--- config.mk ---
export PLATFORM = sky130hd
export DESIGN_NAME = if_fetch_unit
export DESIGN_NICKNAME = d
export VERILOG_FILES = /design/src/rtl/cpu_pkg.sv /design/src/rtl/if_perf_counter.sv /design/src/rtl/if_fetch_unit.sv
export SDC_FILE = /design/constraint.sdc
export NUM_CORES = 1
export LEC_CHECK = 0
export ABC_CLOCK_PERIOD_IN_PS = 4110
export CAP_MARGIN = 20
export CORE_UTILIZATION = 46
export CTS_CLUSTER_SIZE = 16
export DETAILED_ROUTE_END_ITERATION = 8
export PLACE_DENSITY = 0.84
export REMOVE_ABC_BUFFERS = 1
export SLEW_MARGIN = 25
export SYNTH_ARGS = -nofsm -noshare
export SYNTH_HDL_FRONTEND = slang
export SYNTH_SLANG_ARGS = --single-unit
--- constraint.sdc ---
create_clock -name clk -period 4.11 [get_ports clk]
set_input_delay 0.411 -clock clk [delete_from_list [all_inputs] [get_ports clk]]
set_output_delay 0.411 -clock clk [all_outputs]
set_load 0.005 [all_outputs]
--- src/rtl/cpu_pkg.sv ---
// Shared constants and types for the RV32I fetch stage.
package cpu_pkg;

    localparam logic [31:0] NOP_INST    = 32'h0000_0013;
    localparam logic [6:0]  OPCODE_JALR = 7'b1100111;
    localparam logic [31:0] PC_STEP     = 32'd4;

    typedef enum logic [1:0] {
        FETCH = 2'd0,
        HOLD  = 2'd1,
        DRAIN = 2'd2
    } fetch_state_t;

    // Instruction addresses are always word aligned; the low two bits are dropped.
    function automatic logic [31:0] word_align(input logic [31:0] addr);
        return addr & 32'hFFFF_FFFC;
    endfunction

endpackage

--- src/rtl/if_perf_counter.sv ---
// Delivered-instruction and bubble counters for the fetch stage; both wrap at 2^32.
module if_perf_counter (
    input  logic        clk,
    input  logic        rst,
    input  logic        fetch_evt,
    input  logic        bubble_evt,
    output logic [31:0] fetch_cnt,
    output logic [31:0] bubble_cnt
);

    always_ff @(posedge clk or posedge rst) begin
        if (rst) begin
            fetch_cnt  <= '0;
            bubble_cnt <= '0;
        end else begin
            if (fetch_evt)  fetch_cnt  <= fetch_cnt + 32'd1;
            if (bubble_evt) bubble_cnt <= bubble_cnt + 32'd1;
        end
    end

endmodule

--- src/rtl/if_fetch_unit.sv ---
// IF stage: owns the PC, keeps one imem request in flight, presents one instruction or a bubble.
// Optional performance counters are built when IF_FETCH_PERF_EN is defined.
module if_fetch_unit
    import cpu_pkg::*;
#(
    parameter logic [31:0] RESET_PC = 32'h0000_0000
) (
    input  logic        clk,
    input  logic        rst,
    input  logic        stall_i,
    input  logic        redirect_i,
    input  logic [31:0] redirect_pc_i,
    output logic        imem_req_o,
    output logic [31:0] imem_addr_o,
    input  logic        imem_ack_i,
    input  logic [31:0] imem_rdata_i,
    output logic [31:0] now_pc_o,
    output logic [31:0] inst_o,
    output logic        nop_o,
    output logic        is_jalr_o
`ifdef IF_FETCH_PERF_EN
    ,
    output logic [31:0] fetch_cnt_o,
    output logic [31:0] bubble_cnt_o
`endif
);

    localparam logic [31:0] START_PC = word_align(RESET_PC);

    fetch_state_t state, state_nxt;
    logic [31:0]  pc, pc_nxt;
    logic [31:0]  pending_pc, pending_nxt;
    logic [31:0]  buf_inst, buf_pc;
    logic         buf_load;
    logic         started;
    logic         req;
    logic         nop;
    logic [31:0]  pres_inst, pres_pc;
    logic [31:0]  redir_pc;
    logic [31:0]  pc_inc;

    assign redir_pc = word_align(redirect_pc_i);
    assign pc_inc   = pc + PC_STEP;

    // started holds the request line low from reset until the first clock edge after release.
    always_ff @(posedge clk or posedge rst) begin
        if (rst) begin
            state      <= FETCH;
            pc         <= START_PC;
            pending_pc <= START_PC;
            buf_inst   <= NOP_INST;
            buf_pc     <= START_PC;
            started    <= 1'b0;
        end else begin
            state      <= state_nxt;
            pc         <= pc_nxt;
            pending_pc <= pending_nxt;
            started    <= 1'b1;
            if (buf_load) begin
                buf_inst <= imem_rdata_i;
                buf_pc   <= pc;
            end
        end
    end

    always_comb begin
        state_nxt   = state;
        pc_nxt      = pc;
        pending_nxt = pending_pc;
        buf_load    = 1'b0;
        req         = 1'b0;
        nop         = 1'b1;
        pres_inst   = NOP_INST;
        pres_pc     = pc;

        unique case (state)
            FETCH: begin
                if (!started) begin
                    // No request is in flight yet, so a redirect simply retargets the PC.
                    if (redirect_i) pc_nxt = redir_pc;
                end else begin
                    req = 1'b1;
                    if (imem_ack_i) begin
                        if (redirect_i) begin
                            pc_nxt = redir_pc;
                        end else begin
                            pc_nxt    = pc_inc;
                            pres_inst = imem_rdata_i;
                            nop       = 1'b0;
                            if (stall_i) begin
                                buf_load  = 1'b1;
                                state_nxt = HOLD;
                            end
                        end
                    end else if (redirect_i) begin
                        // The in-flight request cannot be withdrawn; wait it out.
                        pending_nxt = redir_pc;
                        state_nxt   = DRAIN;
                    end
                end
            end

            HOLD: begin
                if (redirect_i) begin
                    pc_nxt    = redir_pc;
                    state_nxt = FETCH;
                end else begin
                    pres_inst = buf_inst;
                    pres_pc   = buf_pc;
                    nop       = 1'b0;
                    if (!stall_i) state_nxt = FETCH;
                end
            end

            DRAIN: begin
                req = 1'b1;
                if (imem_ack_i) begin
                    pc_nxt    = redirect_i ? redir_pc : pending_pc;
                    state_nxt = FETCH;
                end else if (redirect_i) begin
                    pending_nxt = redir_pc;
                end
            end

            default: begin
                state_nxt = FETCH;
            end
        endcase
    end

    assign imem_req_o  = req;
    assign imem_addr_o = pc;
    assign nop_o       = nop;
    assign inst_o      = pres_inst;
    assign now_pc_o    = pres_pc;
    assign is_jalr_o   = !nop && (pres_inst[6:0] == OPCODE_JALR);

`ifdef IF_FETCH_PERF_EN
    if_perf_counter u_perf (
        .clk        (clk),
        .rst        (rst),
        .fetch_evt  (!nop && !stall_i && !redirect_i),
        .bubble_evt (nop && !stall_i),
        .fetch_cnt  (fetch_cnt_o),
        .bubble_cnt (bubble_cnt_o)
    );
`else
    // Counters are not built in this configuration.
`endif

endmodule

==> summary.txt <==
Cells and area
  • Share of cells above drive strength 1: 0.1940
  • Layout filler cell count: 1321
  • Antenna diode count: 0
  • Area growth from synthesis to final layout: 32.04%
  • Final layout net count: 958

Floorplan
  • I/O pin count: 168
  • Starting utilization of the core area: 0.4740
  • Horizontal die dimension: 130.4 um
  • Row count: 46
  • Overall die height: 130.4 um
  • Core Box Area: 0.01600 mm^2
  • Die area: 0.01701 mm^2

Critical path
  • Buf/Inv on CP: 4
  • Cell class contributing the biggest share of worst-path delay: buffers and inverters
  • R2R cell count: 8
  • Sort of element at the start of the critical path: flop
  • Critical-path cell with the highest stage delay: sky130_fd_sc_hd__nor2_4
  • Worst stage delay on the critical path: 0.59 ns
  • CP dominant cell by count: sky130_fd_sc_hd__inv_1
  • List of cells traversed by the critical path: inv_1, ha_1, inv_1, nor2_4, buf_4, mux2_2, clkdlybuf4s50_1
  • Crit path capture type: output port
  • Arr. time, crit path: 3.10 ns
  • CP max FO: 26
  • Logic depth of the worst path, buffers included: 7
  • Startpoint-to-endpoint class of the critical path: reg -> out
  • Required time at the endpoint of the critical path: 3.70 ns

Drt
  • Number of iterations in the first detailed-routing pass: 5
  • Remaining routing DRC violations: 0
  • Average wire per standard cell: approximately 19 um
  • Antenna violation net count after detailed routing: 0
  • Total wire length after detailed routing: about 21000 um
  • Routed vias/inst: 6.132
  • Via count: 6825
  • Drt initial violations: 629

Synth
  • Sequential fraction of the synthesis area: 0.4327
  • FFs w/ async S/R, synth: 1.000
  • Number of synthesized flops with an enable pin: 0
  • Avg Inst Size Synth: 10.15 um^2
  • #FFs+latches synth: about 130
  • Warnings from Yosys: 0
  • Number of library cell types mapped by synthesis: 63
  • Synthesized instance count: about 750
  • Post-synthesis instance area: 0.007585 mm^2
  • Top_reg_cell synth: sky130_fd_sc_hd__dfrtp_1

Clocking
  • Count of buffers added by post-CTS timing repair for setup: 0
  • Post-cts resize count: 0
  • Buffer cell driving the clock tree root: sky130_fd_sc_hd__clkbuf_16
  • CTS clk-pin slew, worst paths: roughly 0.06 ns
  • Clock Sink Count: 131
  • Clock tree from TritonCTS: built
  • CTS H-Tree Depth: 4
  • Total of hold buffers inserted after clock tree synthesis: 0
  • Worst-Skew Late Latency: 0.42 ns
  • Clock buffer depth: 2
  • Number of clock buffers inserted by TritonCTS: 17

STA
  • Final setup margin: 0.6022 ns
  • Max Clock Freq: about 290 MHz
  • Final setup violation count: 0
  • Hold Vio Cnt, Final: 0
  • Min Clock Period, post-route: 3.508 ns
  • Share of the clock period used by the worst path after layout: 0.8535
  • Worst slew margin: 0.3684
  • RSZ-0062 raised after global routing: false
  • Worst clock skew on the final layout: between 0.005 and 0.006 ns
  • Slew of the pin with the lowest slew margin: ~0.95 ns
  • Max Transition Viols Final: 0

Flow run
  • Number of maximum-capacitance violations: 0

Worst hold path
  • Path type of the worst min-delay path: reg -> reg
  • WHS Path Cells: 2

Power and ir drop
  • Power density relative to cell area: 730.1 mW/mm^2
  • Worst voltage drop across the vdd grid: between 0.3 and 0.4 mV
  • Total design power: around 7.3 mW
  • Leakage: between 4 and 5 nW

Placement
  • Half-perimeter wire length after detailed placement: 14040 um
  • Pre-CTS setup slack: ~1.0 ns
  • Weighted congestion reported at the end of routability-driven placement: 0.8520
  • Port Buf Inserts: approximately 170

Global routing
  • Overall fraction of global-route tracks in use: 0.2540
  • Leftover overflow at the end of global routing: 0
  • Initial antenna violation count: 0
  • Vias in the first global route: 6574
  • Pin count of the biggest net entering global routing: 96
  • Wire length of the first global-routing pass: between 30000 and 40000 um

Status
  • Outcome: completed
==> stage by stage <==
step / utilization / hold WS (ns) / area, um^2 / instances / setup TNS (ns)
3_5_place_dp: 0.5873 / 0.4706 / 9398 / 1081 / 0
2_1_floorplan: - / 0.4497 / 7296 / 682 / -38.58
4_1_cts: 0.6257 / 0.4828 / 10010 / 1113 / 0
3_3_place_gp: 0.5873 / 0.4621 / 9398 / 1081 / 0
5_1_grt: 0.6259 / 0.5072 / 10010 / 1113 / 0
6_report: 0.6259 / 0.4780 / 10010 / 1113 / 0
==> cell families (layout without fill, tap and decap cells) <==
group / after synthesis / after routing / synth area share
buffers and inverters: 84 / 234 / 0.04751
AOI/OAI and AO/OA: 247 / 247 / 0.2243
muxes: 120 / 120 / 0.1767
and+or+nand+nor: 157 / 157 / 0.1077
xor gates and xnor gates: 2 / 2 / 0.002310
adders and majority gates: 5 / 5 / 0.008248
other: 1 / 1 / 0.0004944
DFF: 131 / 131 / 0.4327
==> report_power, final <==
group / internal (mW) / total [mW] / switching, mW / leakage [nW]
combinational: 1.78 / 3.27 / 1.49 / 2.18
sequential: 1.90 / 2.46 / 0.560 / 1.61
clock: 1.01 / 1.58 / 0.566 / 0.303
==> flip-flops by register name, indices dropped and copies added (netlist names) <==
register     count
pending_pc      32
buf_inst        32
state            2
started          1
imem_addr_o     32
buf_pc          32
==> per-layer routing <==
layer  global-route usage  up-vias  wire length, um
li1                     -     3097                -
met1               0.3205     3315             8865
met2               0.4155      362            10070
met3              0.05375       51             1806
met4               0.1251        0              639
met5                    0        -                0
==> worst min-delay path: cells and delay by family (launching register included) <==
| kind | cells | cell delay [ns] |
|---|---|---|
| flip-flops | 1 | 0.34 |
| AO/OA/AOI/OAI | 1 | 0.06 |
| AND/OR/NAND/NOR | 1 | 0.04 |
==> Yosys cell counts (3+ instances only) <==
cell type | instances | area, um^2
sky130_fd_sc_hd__a21o_1 | 9 | 67.56
sky130_fd_sc_hd__a21oi_1 | 42 | 210.2
sky130_fd_sc_hd__a221o_1 | 7 | 70.07
sky130_fd_sc_hd__a221oi_1 | 4 | 35.03
sky130_fd_sc_hd__a222oi_1 | 3 | 30.03
sky130_fd_sc_hd__a22o_1 | 37 | 324.1
sky130_fd_sc_hd__a22oi_1 | 15 | 112.6
sky130_fd_sc_hd__a2bb2oi_1 | 6 | 52.55
sky130_fd_sc_hd__a31oi_1 | 7 | 43.79
sky130_fd_sc_hd__a32o_1 | 7 | 70.07
sky130_fd_sc_hd__a32oi_1 | 7 | 61.31
sky130_fd_sc_hd__and2_1 | 5 | 31.28
sky130_fd_sc_hd__and3_1 | 8 | 50.05
sky130_fd_sc_hd__and4_1 | 3 | 26.28
sky130_fd_sc_hd__buf_1 | 8 | 30.03
sky130_fd_sc_hd__buf_2 | 31 | 155.2
sky130_fd_sc_hd__clkbuf_1 | 23 | 86.33
sky130_fd_sc_hd__dfrtp_1 | 128 | 3203
sky130_fd_sc_hd__dfstp_2 | 3 | 78.83
sky130_fd_sc_hd__ha_1 | 5 | 62.56
sky130_fd_sc_hd__inv_1 | 19 | 71.32
sky130_fd_sc_hd__mux2_2 | 111 | 1250
sky130_fd_sc_hd__mux2i_1 | 9 | 90.09
sky130_fd_sc_hd__nand2_1 | 50 | 187.7
sky130_fd_sc_hd__nand2b_1 | 5 | 31.28
sky130_fd_sc_hd__nand3_1 | 26 | 130.1
sky130_fd_sc_hd__nand4_1 | 11 | 68.82
sky130_fd_sc_hd__nor2_1 | 19 | 71.32
sky130_fd_sc_hd__nor2b_1 | 13 | 81.33
sky130_fd_sc_hd__nor3_1 | 6 | 30.03
sky130_fd_sc_hd__o211ai_1 | 3 | 22.52
sky130_fd_sc_hd__o21ai_0 | 69 | 345.3
sky130_fd_sc_hd__o221ai_1 | 4 | 35.03
sky130_fd_sc_hd__o31ai_1 | 6 | 45.04
==> final timing paths <==
path	start	end	slack, ns
min in group asynchronous	rst	buf_inst[25]	0.56
worst max register to register	state[0]	imem_addr_o[7]	1.35
worst min-delay path	buf_pc[10]	buf_pc[10]	0.48
worst max-delay path	state[1]	now_pc_o[12]	0.60
max in group asynchronous	rst	buf_pc[5]	2.81
worst min register to register	buf_pc[10]	buf_pc[10]	0.48
==> area by class of cell <==
type,count,area (um^2),share of cell area
Multi-Input combinational cell,532,3965,0.3959
Inverter,19,76.32,0.007621
Timing Repair Buffer,183,1807,0.1804
Tap cell,216,270.3,0.02699
Clock buffer,23,488.0,0.04873
Sequential cell,131,3282,0.3277
Clock inverter,9,126.4,0.01262
==> cells in the final DEF, fill, tap and decap left out, types with 4 or more instances in the layout <==
master	n
sky130_fd_sc_hd__a21o_1	9
sky130_fd_sc_hd__a21oi_1	42
sky130_fd_sc_hd__a221o_1	7
sky130_fd_sc_hd__a221oi_1	4
sky130_fd_sc_hd__a22o_1	37
sky130_fd_sc_hd__a22oi_1	15
sky130_fd_sc_hd__a2bb2oi_1	6
sky130_fd_sc_hd__a31oi_1	7
sky130_fd_sc_hd__a32o_1	7
sky130_fd_sc_hd__a32oi_1	7
sky130_fd_sc_hd__and2_1	5
sky130_fd_sc_hd__and3_1	8
sky130_fd_sc_hd__buf_4	16
sky130_fd_sc_hd__clkbuf_16	17
sky130_fd_sc_hd__clkbuf_8	4
sky130_fd_sc_hd__clkdlybuf4s50_1	164
sky130_fd_sc_hd__clkinv_2	4
sky130_fd_sc_hd__dfrtp_1	128
sky130_fd_sc_hd__ha_1	5
sky130_fd_sc_hd__inv_1	18
sky130_fd_sc_hd__mux2_2	111
sky130_fd_sc_hd__mux2i_1	9
sky130_fd_sc_hd__nand2_1	49
sky130_fd_sc_hd__nand2b_1	5
sky130_fd_sc_hd__nand3_1	26
sky130_fd_sc_hd__nand4_1	11
sky130_fd_sc_hd__nor2_1	17
sky130_fd_sc_hd__nor2b_1	13
sky130_fd_sc_hd__nor3_1	5
sky130_fd_sc_hd__o21ai_0	69
sky130_fd_sc_hd__o221ai_1	4
sky130_fd_sc_hd__o31ai_1	6
Power figures use the tool's default switching activity.
